==> src/rtl/fetch_pkg.sv <==
// Shared types and constants for the IF-stage program-counter logic.
// Imported by the next-PC mux and by the fetch stage top.
package fetch_pkg;

    typedef enum logic [1:0] {
        ST_BOOT = 2'd0,
        ST_RUN  = 2'd1,
        ST_PEND = 2'd2
    } fetch_state_e;

    // Which source the next PC is taken from.
    typedef enum logic [1:0] {
        SEL_HOLD     = 2'd0,
        SEL_INC      = 2'd1,
        SEL_REDIRECT = 2'd2,
        SEL_PENDING  = 2'd3
    } next_sel_e;

    localparam logic [31:0] PC_ALIGN_MASK        = 32'hFFFF_FFFC;
    localparam logic [31:0] DEFAULT_RESET_VECTOR = 32'h0000_0000;

endpackage

==> src/rtl/pc_next_sel.sv <==
// Combinational next-PC mux: increment, redirect, buffered redirect or hold.
// Also word-aligns the raw redirect target and reports whether it was misaligned.
module pc_next_sel
    import fetch_pkg::*;
#(
    parameter int PC_WIDTH = 32
) (
    input  logic [1:0]          sel,
    input  logic [PC_WIDTH-1:0] pc,
    input  logic [PC_WIDTH-1:0] pc_add_result,
    input  logic [PC_WIDTH-1:0] redirect_target,
    input  logic [PC_WIDTH-1:0] pending_target,
    output logic [PC_WIDTH-1:0] next_pc,
    output logic [PC_WIDTH-1:0] aligned_target,
    output logic                target_misaligned
);

    // Only the two low bits are ever cleared, whatever the PC width.
    localparam logic [PC_WIDTH-1:0] ALIGN_MASK = {{(PC_WIDTH-2){1'b1}}, PC_ALIGN_MASK[1:0]};

    assign aligned_target    = redirect_target & ALIGN_MASK;
    assign target_misaligned = |redirect_target[1:0];

    always_comb begin
        next_pc = pc;
        case (next_sel_e'(sel))
            SEL_HOLD:     next_pc = pc;
            SEL_INC:      next_pc = pc_add_result;
            SEL_REDIRECT: next_pc = aligned_target;
            SEL_PENDING:  next_pc = pending_target;
            default:      next_pc = pc;
        endcase
    end

endmodule

==> src/rtl/pc_fetch_stage.sv <==
// IF-stage program counter: holds the PC, selects the next PC each cycle and
// buffers a redirect that arrives while the pipeline is stalled.
module pc_fetch_stage
    import fetch_pkg::*;
#(
    parameter int                   PC_WIDTH     = 32,
    parameter logic [PC_WIDTH-1:0]  RESET_VECTOR = PC_WIDTH'(DEFAULT_RESET_VECTOR)
) (
    input  logic                clk,
    input  logic                rst,
    input  logic                stall,
    input  logic                redirect_valid,
    input  logic [PC_WIDTH-1:0] redirect_target,
    input  logic [PC_WIDTH-1:0] pc_add_result,
    output logic [PC_WIDTH-1:0] pc,
    output logic                fetch_valid,
    output logic                redirect_pending,
    output logic                misaligned
);

    // redirect_valid is a single-cycle pulse with no ready: it is always
    // consumed at the edge it is seen (outside BOOT), either applied to pc or
    // buffered when stall is high. A newer redirect replaces a buffered one.

    fetch_state_e        state;
    fetch_state_e        state_next;
    next_sel_e           sel;
    logic                pend_load;
    logic [PC_WIDTH-1:0] pending_target;
    logic [PC_WIDTH-1:0] next_pc;
    logic [PC_WIDTH-1:0] aligned_target;
    logic                target_misaligned;
    logic                accept_redirect;

    pc_next_sel #(
        .PC_WIDTH (PC_WIDTH)
    ) u_next_sel (
        .sel               (sel),
        .pc                (pc),
        .pc_add_result     (pc_add_result),
        .redirect_target   (redirect_target),
        .pending_target    (pending_target),
        .next_pc           (next_pc),
        .aligned_target    (aligned_target),
        .target_misaligned (target_misaligned)
    );

    always_comb begin
        state_next      = state;
        sel             = SEL_HOLD;
        pend_load       = 1'b0;
        accept_redirect = 1'b0;
        case (state)
            ST_BOOT: begin
                state_next = ST_RUN;
            end
            ST_RUN: begin
                accept_redirect = redirect_valid;
                if (redirect_valid && !stall) begin
                    sel = SEL_REDIRECT;
                end else if (redirect_valid) begin
                    pend_load  = 1'b1;
                    state_next = ST_PEND;
                end else if (!stall) begin
                    sel = SEL_INC;
                end
            end
            ST_PEND: begin
                accept_redirect = redirect_valid;
                pend_load       = redirect_valid;
                if (!stall) begin
                    sel        = redirect_valid ? SEL_REDIRECT : SEL_PENDING;
                    state_next = ST_RUN;
                end
            end
            default: begin
                state_next = ST_BOOT;
            end
        endcase
    end

    always_ff @(posedge clk) begin
        if (rst) begin
            state            <= ST_BOOT;
            pc               <= RESET_VECTOR;
            fetch_valid      <= 1'b0;
            redirect_pending <= 1'b0;
            pending_target   <= '0;
            misaligned       <= 1'b0;
        end else begin
            state            <= state_next;
            pc               <= next_pc;
            fetch_valid      <= (state_next != ST_BOOT);
            redirect_pending <= (state_next == ST_PEND);
            if (pend_load) begin
                pending_target <= aligned_target;
            end
            if (accept_redirect && target_misaligned) begin
                misaligned <= 1'b1;
            end
        end
    end

endmodule

==> config.mk <==
export PLATFORM = sky130hd
export DESIGN_NAME = pc_fetch_stage
export DESIGN_NICKNAME = d
export VERILOG_FILES = /design/src/rtl/fetch_pkg.sv /design/src/rtl/pc_next_sel.sv /design/src/rtl/pc_fetch_stage.sv
export SDC_FILE = /design/constraint.sdc
export NUM_CORES = 1
export LEC_CHECK = 0
export ABC_AREA = 1
export CAP_MARGIN = 15
export CORE_MARGIN = 1.5
export CORE_UTILIZATION = 49
export CTS_CLUSTER_SIZE = 14
export DETAILED_ROUTE_END_ITERATION = 10
export PLACE_DENSITY = 0.81
export SYNTH_ARGS = -nofsm -noshare
export SYNTH_HDL_FRONTEND = slang
export SYNTH_HIERARCHICAL = 1
export SYNTH_SLANG_ARGS = --single-unit
==> constraint.sdc <==
create_clock -name clk -period 2.15 [get_ports clk]
set_clock_uncertainty 0.15 [all_clocks]
set_input_delay 0.645 -clock clk [delete_from_list [all_inputs] [get_ports clk]]
set_output_delay 0.645 -clock clk [all_outputs]
set_load 0.005 [all_outputs]
==> metrics, run 1 <==
Critical-path top delay cell=dfxtp_4; clock slew at reported path FFs=0.07 ns; global placement routability congestion=just over 0.9; drt drc=0; Boundary Pins=103; die width=a little over 90 um; number of antenna diodes=0; WP data arrival=approximately 2.2 ns; Max VDD drop=approximately 0.36 mV; Seq/Total Area, Yosys=0.3670; Post-DRT Antenna Nets=0; htree depth=3; first-pass GRT wire length=17060 um; WL/cell=approximately 15 um; library cells used by synthesis=18; Final Setup Violations=0; Tcrit/Tclk final=0.9783; Place WS=-0.3858 ns; Core ar.=0.007331 sq mm; drt first pass iters=6; CTS max path bufs=2; Via-to-Cell Ratio=5.324; Setup crit start kind=flop; Layout area overhead=37.67%; gate count of the mapped netlist=571; fmax=475.4 MHz; status=completed; synthesized cell area=about 0.0038 sq mm; initial drt markers=about 320; PortBufs=102; std cell rows=31; Worst path max stage delay=0.38 ns; fin nets=720; Worst-Skew Late Latency=0.35 ns; CP Capture Type=flop; initial antenna violation count=0; leakage power=2.221 nW; RSZ-0062 raised after global routing=true; root buffer cell=clkbuf_8; Die Ht=90.64 um; fin. max-slew vios=0; syn avg cell area=around 6.6 sq um; die area=0.008216 sq mm; layout cells sized above 1=0.1029; crit-path cells=inv_4, ha_4, nor2_4, nand3b_1, nor2_4, nor2_4, buf_12, clkbuf_16, nand2_1, nand4_1, inv_1, nor2_1; Post-Route WL=around 11000 um; vias in the first global route=3772; final hold viol count=0; crit path time final=2.103 ns; Num CTS Buffers=9; Placed Cells=725; CTS tree=built; Hold Crit Class=reg2reg; most used cell, CP=nor2_4; clock net sink count=69; Worst EP required=2.23 ns; crit path max fanout=11; largest net degree at the start of global routing=33; Overall Global Routing Usage=0.2568; WS Path Type=reg2reg; Layout Cells excl Fill=750; hpwl dp=6921 um; Total Power=2.799 mW; Final WS setup=0.04664 ns; via count=3993; Yosys reg bits=69; CTS Hold Bufs=0; pwr dens=around 540 mW/mm^2; total congestion overflow=0; # Max-Cap Violations=0; Starting Density=0.5134; Setup TNS=0 ns; Syn. warnings=6
-- worst max-delay path, delay by kind of cell, from the launching register on --
family | cells | cell delay [ns]
flops | 1 | 0.38
fa+ha+maj | 1 | 0.17
simple gates | 7 | 0.85
buf+inv | 4 | 0.44
-- cell families (layout without fill, tap and decap cells) --
| family | after synthesis | in the layout | synth area share |
|---|---|---|---|
| AOI/OAI and AO/OA | 2 | 2 | 0.002660 |
| adders and majority gates | 5 | 5 | 0.01662 |
| buffers and inverters | 148 | 227 | 0.1991 |
| DFF | 69 | 69 | 0.3670 |
| other | 1 | 2 | 0.0009964 |
| and+or+nand+nor | 346 | 346 | 0.4136 |
-- path summary, 6_finish.rpt --
check,slack (ns),to,start,depth (start not counted)
worst max-delay path,0.05,pc[24]$_SDFF_PP0_,state[1]$_SDFF_PP0_,12
worst min-delay path,0.31,misaligned$_SDFFE_PP0P_,misaligned$_SDFFE_PP0P_,2
worst max register to register,0.05,pc[24]$_SDFF_PP0_,state[1]$_SDFF_PP0_,12
worst min register to register,0.31,misaligned$_SDFFE_PP0P_,misaligned$_SDFFE_PP0P_,2
-- cell usage after synthesis --
library cell | instances | area share
nand3_1 | 131 | 0.17
nand3b_1 | 1 | 0.0020
nor2_4 | 1 | 0.0030
buf_6 | 2 | 0.0060
ha_1 | 5 | 0.017
nand2_1 | 77 | 0.077
buf_4 | 39 | 0.078
buf_2 | 26 | 0.035
dfxtp_1 | 69 | 0.37
clkbuf_1 | 5 | 0.0050
conb_1 | 1 | 0.0010
nand4_1 | 31 | 0.052
inv_1 | 73 | 0.073
a21oi_1 | 2 | 0.0027
clkinv_1 | 1 | 0.0010
inv_2 | 2 | 0.0020
or2_2 | 2 | 0.0033
nor2_1 | 103 | 0.10
-- what timing repair did --
| action | in CTS | in global routing |
|---|---|---|
| pin swaps | 2 | 10 |
| setup buffers | 1 | 4 |
| setup endpoints to repair | 32 | 32 |
| cloned | 1 | 4 |
| resized for setup | 5 | 20 |
-- registers in the layout, summed over array words and instances (netlist names) --
signal            flops
fetch_valid           1
misaligned            1
pc                   32
pending_target       32
redirect_pending      1
state                 2
-- per-stage QoR --
stage | util | hold WS (ns) | cell area [sq um]
2_1_floorplan | - | 0.2966 | 3767
3_3_place_gp | 0.6419 | 0.2910 | 4706
3_5_place_dp | 0.6419 | 0.2926 | 4706
4_1_cts | 0.6762 | 0.3068 | 4957
5_1_grt | 0.7068 | 0.3205 | 5181
6_report | 0.7068 | 0.3063 | 5181
-- power breakdown --
| group | switching, mW | internal [mW] | leakage [nW] |
|---|---|---|---|
| logic | 0.200 | 0.249 | 1.57 |
| clock network | 0.504 | 0.505 | 0.0905 |
| registers | 0.0250 | 1.32 | 0.560 |
| total | 0.728 | 2.07 | 2.22 |
-- final cells by class --
cell class | instances | area [sq um]
Inverter | 76 | 292.8
Clock buffer | 12 | 165.2
Tap cell | 99 | 123.9
Timing Repair Buffer | 136 | 1484
Sequential cell | 69 | 1389
Clock inverter | 3 | 20.02
Fill cell | 536 | 2150
Multi-Input combinational cell | 355 | 1707
-- placed cells by master, fill, tap and decap left out, types with 3 or more instances in the layout --
master / n
buf_4: 17
clkbuf_8: 12
inv_1: 71
nand4_1: 31
dfxtp_1: 67
nand2_1: 77
clkdlybuf4s50_1: 101
nor2_4: 4
clkbuf_16: 4
inv_4: 3
nand3_1: 130
buf_6: 4
buf_12: 8
ha_4: 3
nor2_1: 98
-- per-layer routing --
layer  share of wire  up-vias  routed length [um]  GRT usage
met1            0.38     1834                4279     0.2956
met3           0.085       28                 948    0.06481
met2            0.51      210                5720     0.4474
met5               0        -                   0          0
met4           0.020        0                 223     0.1111
li1                -     1921                   -          -
No activity file was read; power rests on OpenSTA's default activity.
==> run 2, diff against run 1 <==
--- a/config.mk
+++ b/config.mk
@@ -11,6 +11,7 @@
 export CORE_UTILIZATION = 49
 export CTS_CLUSTER_SIZE = 14
 export DETAILED_ROUTE_END_ITERATION = 10
+export HOLD_SLACK_MARGIN = 0.06
 export PLACE_DENSITY = 0.81
 export SYNTH_ARGS = -nofsm -noshare
 export SYNTH_HDL_FRONTEND = slang
==> results of run 2 <==
Final layout, timing and power as in run 1 (identical DEF).
==> edit 1 (config.mk and constraints of run 2) <==
The 3 states of `fetch_state_e` get a one-hot encoding in 3 bits.
--- a/src/rtl/fetch_pkg.sv
+++ b/src/rtl/fetch_pkg.sv
@@ -4,6 +4,6 @@
 
-    typedef enum logic [1:0] {
-        ST_BOOT = 2'd0,
-        ST_RUN  = 2'd1,
-        ST_PEND = 2'd2
+    typedef enum logic [2:0] {
+        ST_BOOT = 3'b001,
+        ST_RUN  = 3'b010,
+        ST_PEND = 3'b100
     } fetch_state_e;
Behaviour: same outputs for any inputs over 10 cycles, from zero or initial values and one cycle with rst high; not proved beyond that.
==> edit 1 against run 2 <==
Design area fell by 2.5%. Largest power group unchanged. Highest routed layer unchanged. Sequential cell count rose by 1. Sequential share of layout area rose by 0.95 points. Register-to-register slack improved by 0.11 ns. Total power rose by 6.4%. Synthesized area rose by 0.76%. Routed wire length fell by 11%. Non-clock buffer count fell by 12. Via count fell by 4.2%. Worst setup slack improved by 0.064 ns. Clock power rose by 16%.
==> edit 1: results (changes against run 2) <==
Setup path
  • Crit-path max FO: 15 (+4)
  • Crit path from: redirect_valid
  • Critical path data arrival time: 2.12 ns (-0.07 ns)
  • FF-to-FF Start: state[2]$_SDFF_PP0_
  • Critical path's largest stage delay: 0.45 ns (+0.07 ns)
  • Slowest CP cell: clkdlybuf4s50_1
  • Top cell family by delay on the critical path: buffers and inverters

Global route
  • Vias in the first global route: 3569 (-5.4%)
  • Initial antenna violation count: 0 (unchanged)
  • GR Util All Layers: 0.245 (-0.0115)
  • Largest net degree at the start of global routing: 67 (+100%)
  • First-pass GRT wire length: 16.6 mm (-2.8%)

Placement
  • Placed insts: 716 (-1.2%)
  • DP Worst Slack: -0.366 ns (+0.0200 ns)
  • Placed inst area: 4770 µm² (+1.4%)
  • Hpwl dp: 6.45 mm (-6.9%)
  • RePlAce Congestion: 0.877 (-3.8%)

Synthesis
  • Distinct cells, synth: 21 (+3)
  • Post-synthesis instance total: 568 (-0.53%)
  • Multiplexer share of the synthesized area: 0 (unchanged)
  • Compound-Gate Fraction of Synth Area: 0.0492 (+0.0465)
  • Synth top area cells: dfxtp_1 (37%), nand3_1 (17%), nand2_1 (7.5%)
  • Post-Synth XOR/XNOR Area: 0 (unchanged)
  • Seq/Total Area, Yosys: 0.370 (+0.00249)
  • Post-Synth Adder-Cell Area: 0 (-0.0166)
  • Post-synth top cells: nand3_1 (127), nand2_1 (76), inv_1 (73)

Detailed routing
  • Antenna-violating nets left: 0 (unchanged)
  • Drt wl/cell: 13.5 µm (-9.4%)
  • Length of routed wiring on met1: 4.27 mm (-0.14%)
  • Routed wl met2: 4.66 mm (-19%)
  • Vias per cell: 5.22 (-2.0%)
  • DR iter-0 viols: 279 (-13%)
  • Final wirelength: 9.89 mm (-11%)
  • DR WL met3: 807 µm (-15%)

Cells and area
  • # fillers: 593 (+11%)
  • Layout cell share with drive strength beyond 1: 0.0726 (-0.0304)
  • Nets: 697 (-3.2%)
  • Regs by FF count: pc (32), pending_target (32), state (3)

Pwr
  • Worst vdd ir: 336 µV (-6.5%)
  • Lkg Pwr: 2.12 nW (-4.4%)

Min path
  • Worst hold path class: flop to flop

Outcome
  • Status: complete, no violations

Clocking
  • Postcts setup bufs: 0 (-1)
==> edit 1: cell types whose count changed after synthesis, sizes merged, moves of 2 or more <==
cell / run 2 / this run
a21oi: 2 / 35
nor2: 104 / 72
buf: 67 / 73
ha: 5 / 0
clkbuf: 5 / 2
nand3: 131 / 129
==> edit 1: tightest hold or removal path, delay by kind of cell, from the launching register on <==
family	cells	cell delay (ns)
DFF	1	0.35
and+or+nand+nor	1	0.07
AOI/OAI and AO/OA	1	0.05
==> edit 1: area by class of cell <==
| type | count | area (µm²) | area share |
|---|---|---|---|
| Clock buffer | 12 | 145 | 0.0287 |
| Clock inverter | 4 | 70.1 | 0.0139 |
| Inverter | 76 | 285 | 0.0565 |
| Multi-Input combinational cell | 348 | 1640 | 0.326 |
| Sequential cell | 70 | 1400 | 0.278 |
| Tap cell | 99 | 124 | 0.0245 |
| Timing Repair Buffer | 124 | 1380 | 0.273 |
==> edit 1: metal layers <==
metal / global-route usage / up-vias
li1: - / 1917
met1: 0.326 / 1710
met2: 0.396 / 183
met3: 0.0461 / 14
met4: 0.0872 / 0
met5: 0 / -
==> edit 1: what timing repair did <==
item,4_1_cts,5_1_grt
cloned,0,1
setup endpoints to repair,1,27
endpoints found under the hold margin,0,0
resized for setup,1,8
pin swaps,0,1
==> edit 1: metrics by stage <==
step,hold WS [ns],power [mW]
finish,0.351,2.98
global route,0.400,3.10
CTS,0.344,2.98
detailed placement,0.325,1.82
global placement,0.306,1.81
floorplan,0.310,1.62
==> edit 1: worst paths after layout <==
path / slack, ns / end
min reg2reg: 0.35 / misaligned$_SDFFE_PP0P_
max: 0.11 / pc[16]$_SDFF_PP0_
min: 0.35 / misaligned$_SDFFE_PP0P_
max reg2reg: 0.16 / pc[19]$_SDFF_PP0_
==> edit 1: cell families (layout without fill, tap and decap cells) <==
| group | count (synthesis) | after routing |
|---|---|---|
| flip-flops | 70 | 70 |
| AND/OR/NAND/NOR | 309 | 309 |
| other | 1 | 2 |
| AO/OA/AOI/OAI | 37 | 37 |
| buffers and inverters | 151 | 216 |
==> edit 1: where the power goes <==
group          internal (mW)  switching, mW
combinational          0.240          0.198
sequential              1.34         0.0289
clock                  0.682          0.486
==> edit 2 (settings of run 2) <==
Made on the original files. `PC_WIDTH` is set to 32 in 2 places; all go to 24.
--- a/src/rtl/pc_next_sel.sv
+++ b/src/rtl/pc_next_sel.sv
@@ -5,3 +5,3 @@
 #(
-    parameter int PC_WIDTH = 32
+    parameter int PC_WIDTH = 24
 ) (
--- a/src/rtl/pc_fetch_stage.sv
+++ b/src/rtl/pc_fetch_stage.sv
@@ -5,3 +5,3 @@
 #(
-    parameter int                   PC_WIDTH     = 32,
+    parameter int                   PC_WIDTH     = 24,
     parameter logic [PC_WIDTH-1:0]  RESET_VECTOR = PC_WIDTH'(DEFAULT_RESET_VECTOR)
Interface: changed (resized pc, pc_add_result and redirect_target); port bits go from 103 to 79. No check against the original RTL was run, so the function may have changed too.
==> edit 2 against run 2 <==
Fmax rose by 0.79%. Total power down 26%. Count of clock-buffer cells in the layout fell by 5. First-iteration DRC count fell by 39%. Worst setup slack better by 0.016 ns. Design area down 23%. Synthesized area fell by 22%. Routed wire length down 31%. Sequential cell count shrank 16. Global-route usage down 2.0 points. Critical endpoint is now pc[5]$_SDFF_PP0_. Largest cell class unchanged.
==> edit 2: results (changes against run 2) <==
Outcome
  • Status: complete, no violations

Pwr
  • Worst vdd ir: 407 µV (+13%)
  • Switch share: 0.239 (-0.0217)
  • Lkg Pwr: 1.76 nW (-21%)

Global route
  • Largest net degree at the start of global routing: 27 (-18%)
  • M1 GR Usage: 0.299 (+0.00381)
  • GR Util All Layers: 0.237 (-0.0198)
  • Met3 Use GR: 0.0364 (-0.0285)
  • Vias in the first global route: 2765 (-27%)
  • Met2 Usage GRT: 0.421 (-0.0264)
  • First-pass GRT wire length: 12.2 mm (-29%)

Detailed routing
  • Length of routed wiring on met1: 3.30 mm (-23%)
  • Routed wl met2: 3.84 mm (-33%)
  • Final wirelength: 7.75 mm (-31%)
  • Vias per cell: 5.06 (-5.0%)
  • DR iter-0 viols: 193 (-39%)
  • DR WL met3: 515 µm (-46%)
  • Drt pass-1 iters: 4 (-2)

Synthesis
  • Synth top area cells: dfxtp_1 (36%), nand3_1 (16%), nor2_1 (10%)
  • Synth Cell Area: 2950 µm² (-22%)
  • Share of Yosys cell area claimed by the top area cell type: 0.359 (-0.00770)
  • Compound-Gate Fraction of Synth Area: 0.00339 (+0.000730)
  • Post-synth top cells: nand3_1 (93), nor2_1 (79), nand2_1 (60)
  • Distinct cells, synth: 21 (+3)
  • Seq/Total Area, Yosys: 0.359 (-0.00770)
  • Post-Synth Adder-Cell Area: 0.0212 (+0.00456)

Cells and area
  • Layout cell share with drive strength beyond 1: 0.117 (+0.0139)
  • Area of the multi-input gates: 1370 µm² (-20%)
  • Regs by FF count: pc (24), pending_target (24), state (2)
  • Clock buf/inv share: 0.0292 (-0.00658)
  • Non-CTS inverters: 60 (-21%)
  • Seq/total area: 0.268 (about the same)
  • Non-Clock Buffer Area Fraction: 0.278 (-0.00795)
  • Layout area overhead: 35.1%
  • # fillers: 505 (-5.8%)
  • Nets: 561 (-22%)
  • #MultiIn Comb: 275 (-23%)
  • Non-clk bufs: 109 (-20%)
  • Clkbuf count: 7 (-5)

Setup path
  • R2R Setup Slk: 0.06 ns (+0.02 ns)
  • Critical path data arrival time: 2.13 ns (-0.06 ns)
  • FF-to-FF path depth: 11 (-1)
  • Crit end category: flop
  • Reg-to-reg endpoint: pc[5]$_SDFF_PP0_

Clocking
  • CTS Buf Count: 5 (-4)
  • Postcts setup bufs: 0 (-1)
  • Clock transition at path regs: 0.09 ns (+0.02 ns)
  • H-tree depth: 2 (-1)
  • Clock sink count: 53 (-23%)
  • Post-CTS Resized: 0 (-5)
  • Skew-Pair Late Insertion Delay: 0.30 ns (-0.05 ns)

Placement
  • RePlAce Congestion: 0.824 (-9.7%)
  • Placed inst area: 3710 µm² (-21%)
  • Quantity of I/O buffers inserted on ports: 78 (-24%)
  • DP Worst Slack: -0.232 ns (+0.154 ns)
  • Hpwl dp: 5.13 mm (-26%)

STA
  • Tmin final: 2.09 ns (-0.0165 ns)

Min path
  • Depth of the worst hold-timing path: 2 (unchanged)
edit 2: power groups by stage:
stage / Clock [mW] / Combinational, mW / Sequential [mW]
final: 0.703 / 0.344 / 1.03
after global routing: 0.749 / 0.375 / 1.03
after CTS: 0.721 / 0.318 / 1.03
after detailed placement: 0 / 0.315 / 1.05
after global placement: 0 / 0.309 / 1.05
after floorplan: 0 / 0.166 / 1.05
edit 2: stage by stage:
| step | TNS (ns) | std cells | util | power [mW] |
|---|---|---|---|---|
| floorplan | 0 | 440 | - | 1.22 |
| global placement | -3.32 | 566 | 0.631 | 1.36 |
| detailed placement | -4.76 | 566 | 0.631 | 1.37 |
| CTS | 0 | 574 | 0.650 | 2.07 |
| global route | -0.000302 | 580 | 0.678 | 2.16 |
| finish | 0 | 580 | 0.678 | 2.08 |
edit 2: cells by family after synthesis:
family,count (synthesis)
adders and majority gates,5
other,1
and+or+nand+nor,266
AOI/OAI and AO/OA,2
DFF,53
buffers and inverters,112
